### config.mk
export PLATFORM = sky130hd
export DESIGN_NAME = mul_seq_flat
export DESIGN_NICKNAME = d
export VERILOG_FILES = /design/src/rtl/cpu_pkg.sv /design/src/rtl/mul_seq_if.sv /design/src/rtl/alu.sv /design/src/rtl/mul_seq.sv /design/src/flat_wrapper.sv
export SDC_FILE = /design/constraint.sdc
export NUM_CORES = 1
export LEC_CHECK = 0
export ABC_AREA = 0
export BUFFER_PORTS_ARGS = -buffer_cell sky130_fd_sc_hd__buf_4
export CAP_MARGIN = 20
export CORE_AREA = 2 2 136 151
export DETAILED_ROUTE_END_ITERATION = 8
export DIE_AREA = 0 0 138 153
export PLACE_DENSITY_LB_ADDON = 0.2
export SLEW_MARGIN = 20
export SYNTH_ARGS = -nofsm -noshare
export SYNTH_HDL_FRONTEND = slang
export SYNTH_SLANG_ARGS = --single-unit
### constraint.sdc
create_clock -name clk -period 6.9 [get_ports clk]
set_input_delay 1.38 -clock clk [delete_from_list [all_inputs] [get_ports clk]]
set_output_delay 1.38 -clock clk [all_outputs]
set_load 0.05 [all_outputs]
### src/rtl/cpu_pkg.sv
// Shared CPU definitions: ALU opcodes and the multiplier sequencer state encoding.
package cpu_pkg;

  localparam logic [5:0] AND = 6'd36;
  localparam logic [5:0] OR  = 6'd37;
  localparam logic [5:0] ADD = 6'd32;
  localparam logic [5:0] SUB = 6'd34;
  localparam logic [5:0] SLT = 6'd42;

  typedef enum logic [1:0] {
    IDLE = 2'd0,
    RUN  = 2'd1,
    DONE = 2'd2
  } state_t;

endpackage

### src/rtl/mul_seq_if.sv
// Handshake and result bus between the EX stage and the iterative multiplier.
interface mul_seq_if #(
  parameter int unsigned WIDTH = 32
);

  logic             start;
  logic [WIDTH-1:0] dataA;
  logic [WIDTH-1:0] dataB;
  logic             busy;
  logic             done;
  logic [WIDTH-1:0] hi;
  logic [WIDTH-1:0] lo;

  modport master (
    output start, dataA, dataB,
    input  busy, done, hi, lo
  );

  modport slave (
    input  start, dataA, dataB,
    output busy, done, hi, lo
  );

endinterface

### src/rtl/alu.sv
// Existing EX-stage ALU; the multiplier reuses it unmodified as its adder.
module alu
  import cpu_pkg::*;
#(
  parameter int unsigned WIDTH = 32
) (
  input  logic [WIDTH-1:0] dataA,
  input  logic [WIDTH-1:0] dataB,
  input  logic [5:0]       Signal,
  output logic [WIDTH-1:0] dataOut,
  output logic             zero
);

  always_comb begin
    dataOut = '0;
    case (Signal)
      AND:     dataOut = dataA & dataB;
      OR:      dataOut = dataA | dataB;
      ADD:     dataOut = dataA + dataB;
      SUB:     dataOut = dataA - dataB;
      SLT:     dataOut = ($signed(dataA) < $signed(dataB)) ? {{(WIDTH-1){1'b0}}, 1'b1} : '0;
      default: dataOut = '0;
    endcase
  end

  assign zero = (dataOut == '0);

endmodule

### src/rtl/mul_seq.sv
// Iterative unsigned WIDTHxWIDTH -> 2*WIDTH shift-add multiplier; one add per cycle via the shared ALU.
module mul_seq
  import cpu_pkg::*;
#(
  parameter int unsigned WIDTH = 32
) (
  input logic     clk,
  input logic     rst,
  mul_seq_if.slave bus
);

  localparam int unsigned CNT_W = $clog2(WIDTH);

  state_t           state;
  state_t           state_next;
  logic [CNT_W-1:0] cnt;
  logic [WIDTH-1:0] mcand;
  logic [WIDTH-1:0] acc_hi;
  logic [WIDTH-1:0] acc_lo;
  logic [WIDTH-1:0] hi_q;
  logic [WIDTH-1:0] lo_q;

  logic [WIDTH-1:0] alu_out;
  logic             alu_zero_unused;
  logic [WIDTH-1:0] sum;
  logic             c;
  logic [WIDTH-1:0] next_hi;
  logic [WIDTH-1:0] next_lo;
  logic             last_iter;
  logic             busy;
  logic             done;

  alu #(
    .WIDTH (WIDTH)
  ) u_alu (
    .dataA   (acc_hi),
    .dataB   (mcand),
    .Signal  (ADD),
    .dataOut (alu_out),
    .zero    (alu_zero_unused)
  );

  // The ALU has no carry-out, so recover it from the operand and sum MSBs.
  always_comb begin
    sum = acc_hi;
    c   = 1'b0;
    if (acc_lo[0]) begin
      sum = alu_out;
      c   = (acc_hi[WIDTH-1] & mcand[WIDTH-1])
          | ((acc_hi[WIDTH-1] | mcand[WIDTH-1]) & ~alu_out[WIDTH-1]);
    end
  end

  assign next_hi   = {c, sum[WIDTH-1:1]};
  assign next_lo   = {sum[0], acc_lo[WIDTH-1:1]};
  assign last_iter = (cnt == CNT_W'(WIDTH - 1));

  always_ff @(posedge clk or posedge rst) begin
    if (rst) begin
      state <= IDLE;
    end else begin
      state <= state_next;
    end
  end

  always_comb begin
    state_next = state;
    case (state)
      IDLE:    if (bus.start) state_next = RUN;
      RUN:     if (last_iter) state_next = DONE;
      DONE:    state_next = IDLE;
      default: state_next = IDLE;
    endcase
  end

  always_comb begin
    busy = (state == RUN);
    done = (state == DONE);
  end

  // Result registers only load on the final iteration, so an abandoned run never disturbs them.
  always_ff @(posedge clk or posedge rst) begin
    if (rst) begin
      cnt    <= '0;
      mcand  <= '0;
      acc_hi <= '0;
      acc_lo <= '0;
      hi_q   <= '0;
      lo_q   <= '0;
    end else begin
      case (state)
        IDLE: begin
          if (bus.start) begin
            mcand  <= bus.dataA;
            acc_hi <= '0;
            acc_lo <= bus.dataB;
            cnt    <= '0;
          end
        end
        RUN: begin
          acc_hi <= next_hi;
          acc_lo <= next_lo;
          cnt    <= cnt + CNT_W'(1);
          if (last_iter) begin
            hi_q <= next_hi;
            lo_q <= next_lo;
          end
        end
        default: ;
      endcase
    end
  end

  assign bus.busy = busy;
  assign bus.done = done;
  assign bus.hi   = hi_q;
  assign bus.lo   = lo_q;

endmodule

### src/flat_wrapper.sv
// flat-port wrapper written by rule: the top's interface ports become plain ports
module mul_seq_flat import cpu_pkg::*;
#(
  parameter int unsigned WIDTH = 32
)
  (clk, rst, bus_start, bus_dataA, bus_dataB, bus_busy, bus_done, bus_hi, bus_lo);
  mul_seq_if #(.WIDTH(WIDTH)) bus_i ();
  input logic clk;
  input logic rst;
  input wire logic [$bits(bus_i.start)-1:0] bus_start;
  input wire logic [$bits(bus_i.dataA)-1:0] bus_dataA;
  input wire logic [$bits(bus_i.dataB)-1:0] bus_dataB;
  output wire logic [$bits(bus_i.busy)-1:0] bus_busy;
  output wire logic [$bits(bus_i.done)-1:0] bus_done;
  output wire logic [$bits(bus_i.hi)-1:0] bus_hi;
  output wire logic [$bits(bus_i.lo)-1:0] bus_lo;
  assign bus_i.start = bus_start;
  assign bus_i.dataA = bus_dataA;
  assign bus_i.dataB = bus_dataB;
  assign bus_busy = bus_i.busy;
  assign bus_done = bus_i.done;
  assign bus_hi = bus_i.hi;
  assign bus_lo = bus_i.lo;
  mul_seq #(.WIDTH(WIDTH)) u_core (.clk(clk), .rst(rst), .bus(bus_i));
endmodule
==> results by group <==
Outcome
  – Status: complete, no violations

Route
  – 1st-iter DRT viols: 453
  – Via Count: 6915
  – DR pass1 iterations: 5
  – Total routed wirelength: between 20 and 25 mm
  – DR WL/cell: about 17 microns
  – Via density: 5.41
  – Antenna viol nets, final: 0
  – Remaining routing DRC violations: 0

Setup path
  – R2R Path Start: u_core.state[1]$_DFFE_PP0P_
  – CP Data Arrival Time: 4890 ps
  – Reg2reg end: u_core.bus.hi[21]$_DFFE_PP0P_
  – Crit path required time: 7240 ps
  – Crit. End Element: flop
  – Worst reg2reg setup slack: 2350 ps
  – Worst R2R Path Depth: 7
  – CP Class: reg -> reg
  – Crit path capture: u_core.bus.hi[21]$_DFFE_PP0P_
  – CP startpoint kind: flop
  – CP max FO: 95
  – Setup crit start: u_core.state[1]$_DFFE_PP0P_

Power
  – Worst ir drop on vdd: 286 uV
  – Design Power: 5.95 mW
  – Pwr/cell area: 567 nW/um^2
  – Pleak: 4.94 nW

Clock network
  – Worst-Skew Late Latency: 430 ps
  – Clock sinks: roughly 170
  – Clock Tree Root: clkbuf_16
  – # Post-CTS Setup Buffers: 0
  – Post_cts resized: 0
  – Longest Clk Path Bufs: 2
  – TritonCTS Buffers: 17
  – Reg clk slew, reported paths: 60 ps
  – CTS tree: done
  – Post-CTS Hold Buffers: 0
  – H-Tree Depth: 4

Timing
  – Post-layout min period: 4550 ps
  – Rel. slew slack: 0.315
  – RSZ-0062 raised after global routing: no
  – Final number of setup-violating endpoints: 0
  – Setup_tns: 0 ps
  – Slew @ Worst Pin: 1030 ps
  – Final hold viol count: 0
  – Peak Freq: 0.220 GHz
  – Clock Skew: 9.99 ps
  – Fin crit share: 0.659
  – Slew Viols, Final: 0

Min path
  – Worst Hold Class: reg -> reg
  – Hold path depth: 2

Finish
  – Most common cell after layout, fill and taps aside: nand2_1
  – Share of layout cells above drive strength 1: 0.224
  – Final Non-Filler Cells: 1278
  – Commonest non-fill, non-tap cells in the layout: nand2_1 (196), dfrtp_1 (165), buf_4 (138)
  – Nets: 1117
  – Synthesis-to-layout area growth: 20.5%

Synth
  – Post-synth top area share: 0.480
  – Post-synthesis cell count: 910
  – Post-Syn Area: 8700 sq um
  – Async set-reset flop share out of synthesis: 1.00
  – FF+latch count, synth: 167
  – Warnings, synthesis: 0
  – Net Count, Synth: ~1000
  – Top cells by area, synth: dfrtp_1 (48%), nand2_1 (8.5%), o21ai_0 (5.2%)
  – EDFF count, synth: 0
  – Area leader, netlist: dfrtp_1
  – Syn_area_per_cell: 9.56 sq um
  – Distinct cells, synth: 67
  – Register area share after synthesis: 0.480
  – Ys flop type: dfrtp_1

Floorplan
  – Rows: 54
  – Core Box Area: 19600 sq um
  – Starting density of the core: 0.444
  – Die width: between 100 and 150 microns
  – IO Count: 133
  – Die area: between 20000 and 25000 sq um
  – Die Y: 153 microns

GRT
  – Largest net degree at the start of global routing: 96
  – GRT Util Overall: 0.213
  – Total gr overflow: 0
  – Number of global-route vias before repair: about 6800
  – Initial antenna violation count: 0
  – First-pass GRT wire length: ~36 mm

Placed design
  – Dpl hpwl: about 15 mm
  – Port Buffers: 132
  – Placed cell count: around 1200
  – Placer Congestion: 0.890

Run
  – Max Cap Violations: 0
## metrics by stage
stage	setup slack (ps)	instance area [sq um]	hold WS, ps	util
after global routing	1920	10500	504	0.535
after floorplan	1000	8700	450	-
after detailed placement	2340	9890	468	0.505
after global placement	1850	9870	466	0.504
final	2350	10500	479	0.535
after CTS	2320	10500	482	0.534
## kinds of logic (layout without fill, tap and decap cells)
| group | after synthesis | in the layout | synth area share |
|---|---|---|---|
| AO/OA/AOI/OAI | 244 | 244 | 0.171 |
| XOR/XNOR | 27 | 27 | 0.0272 |
| adder cells (fa/ha/maj) | 35 | 35 | 0.0521 |
| buffers and inverters | 74 | 189 | 0.0338 |
| flip-flops | 167 | 167 | 0.480 |
| multiplexers | 51 | 51 | 0.0634 |
| other | 0 | 1 | 0 |
| AND/OR/NAND/NOR | 312 | 312 | 0.172 |
## sequential cells by signal, summed over array words and instances, names as in the netlist
register       count
u_core.acc_lo     32
u_core.acc_hi     32
u_core.bus.lo     32
u_core.cnt         5
u_core.mcand      32
u_core.state       2
u_core.bus.hi     32
## cell usage after synthesis (18+ instances only)
master      n
and3b_1    31
clkbuf_1   43
ha_1       33
mux2i_1    18
inv_1      18
nor2_1     30
o21ai_0    90
nand2_1   197
dfrtp_1   167
o21ai_1    20
a21oi_1    66
mux2_2     33
## how the worst min path moves through the flow
stage	from	endpoint	slack, ps
after floorplan	u_core.cnt[3]$_DFFE_PP0P_	u_core.cnt[3]$_DFFE_PP0P_	450
after global placement	u_core.bus.lo[4]$_DFFE_PP0P_	u_core.bus.lo[4]$_DFFE_PP0P_	470
after detailed placement	u_core.bus.lo[4]$_DFFE_PP0P_	u_core.bus.lo[4]$_DFFE_PP0P_	470
after CTS	u_core.bus.lo[4]$_DFFE_PP0P_	u_core.bus.lo[4]$_DFFE_PP0P_	480
after global routing	u_core.bus.lo[26]$_DFFE_PP0P_	u_core.bus.lo[26]$_DFFE_PP0P_	500
final	u_core.bus.hi[0]$_DFFE_PP0P_	u_core.bus.hi[0]$_DFFE_PP0P_	480
## where the power goes
part | internal (mW) | switching (mW)
combinational | 1.22 | 2.02
sequential | 1.42 | 0.365
clock | 0.546 | 0.379
## routing by layer
metal,up-vias,GRT usage,share of wire
met5,-,0,0
met4,0,0.0666,0.016
met3,21,0.0395,0.051
met2,190,0.337,0.47
met1,3309,0.299,0.46
li1,3395,-,-
## worst max-delay path, cell delays in order (launching register included)
cell and delay [ps]:
dfrtp_1 1020, nand2b_1 850, inv_2 260, nand2_4 810, clkinv_1 780, nand2_1 470, nor2_1 90, nor3_2 170
## cell type report
cell class,count,area [sq um]
tap,252,315
fill,1816,9110
inverter,20,80.1
multi-input combinational,669,4250
antenna,1,2.50
sequential,167,4180
clock inverter,8,101
timing repair buffer,140,1090
clock buffer,21,460
No activity file was read; power rests on OpenSTA's default activity.
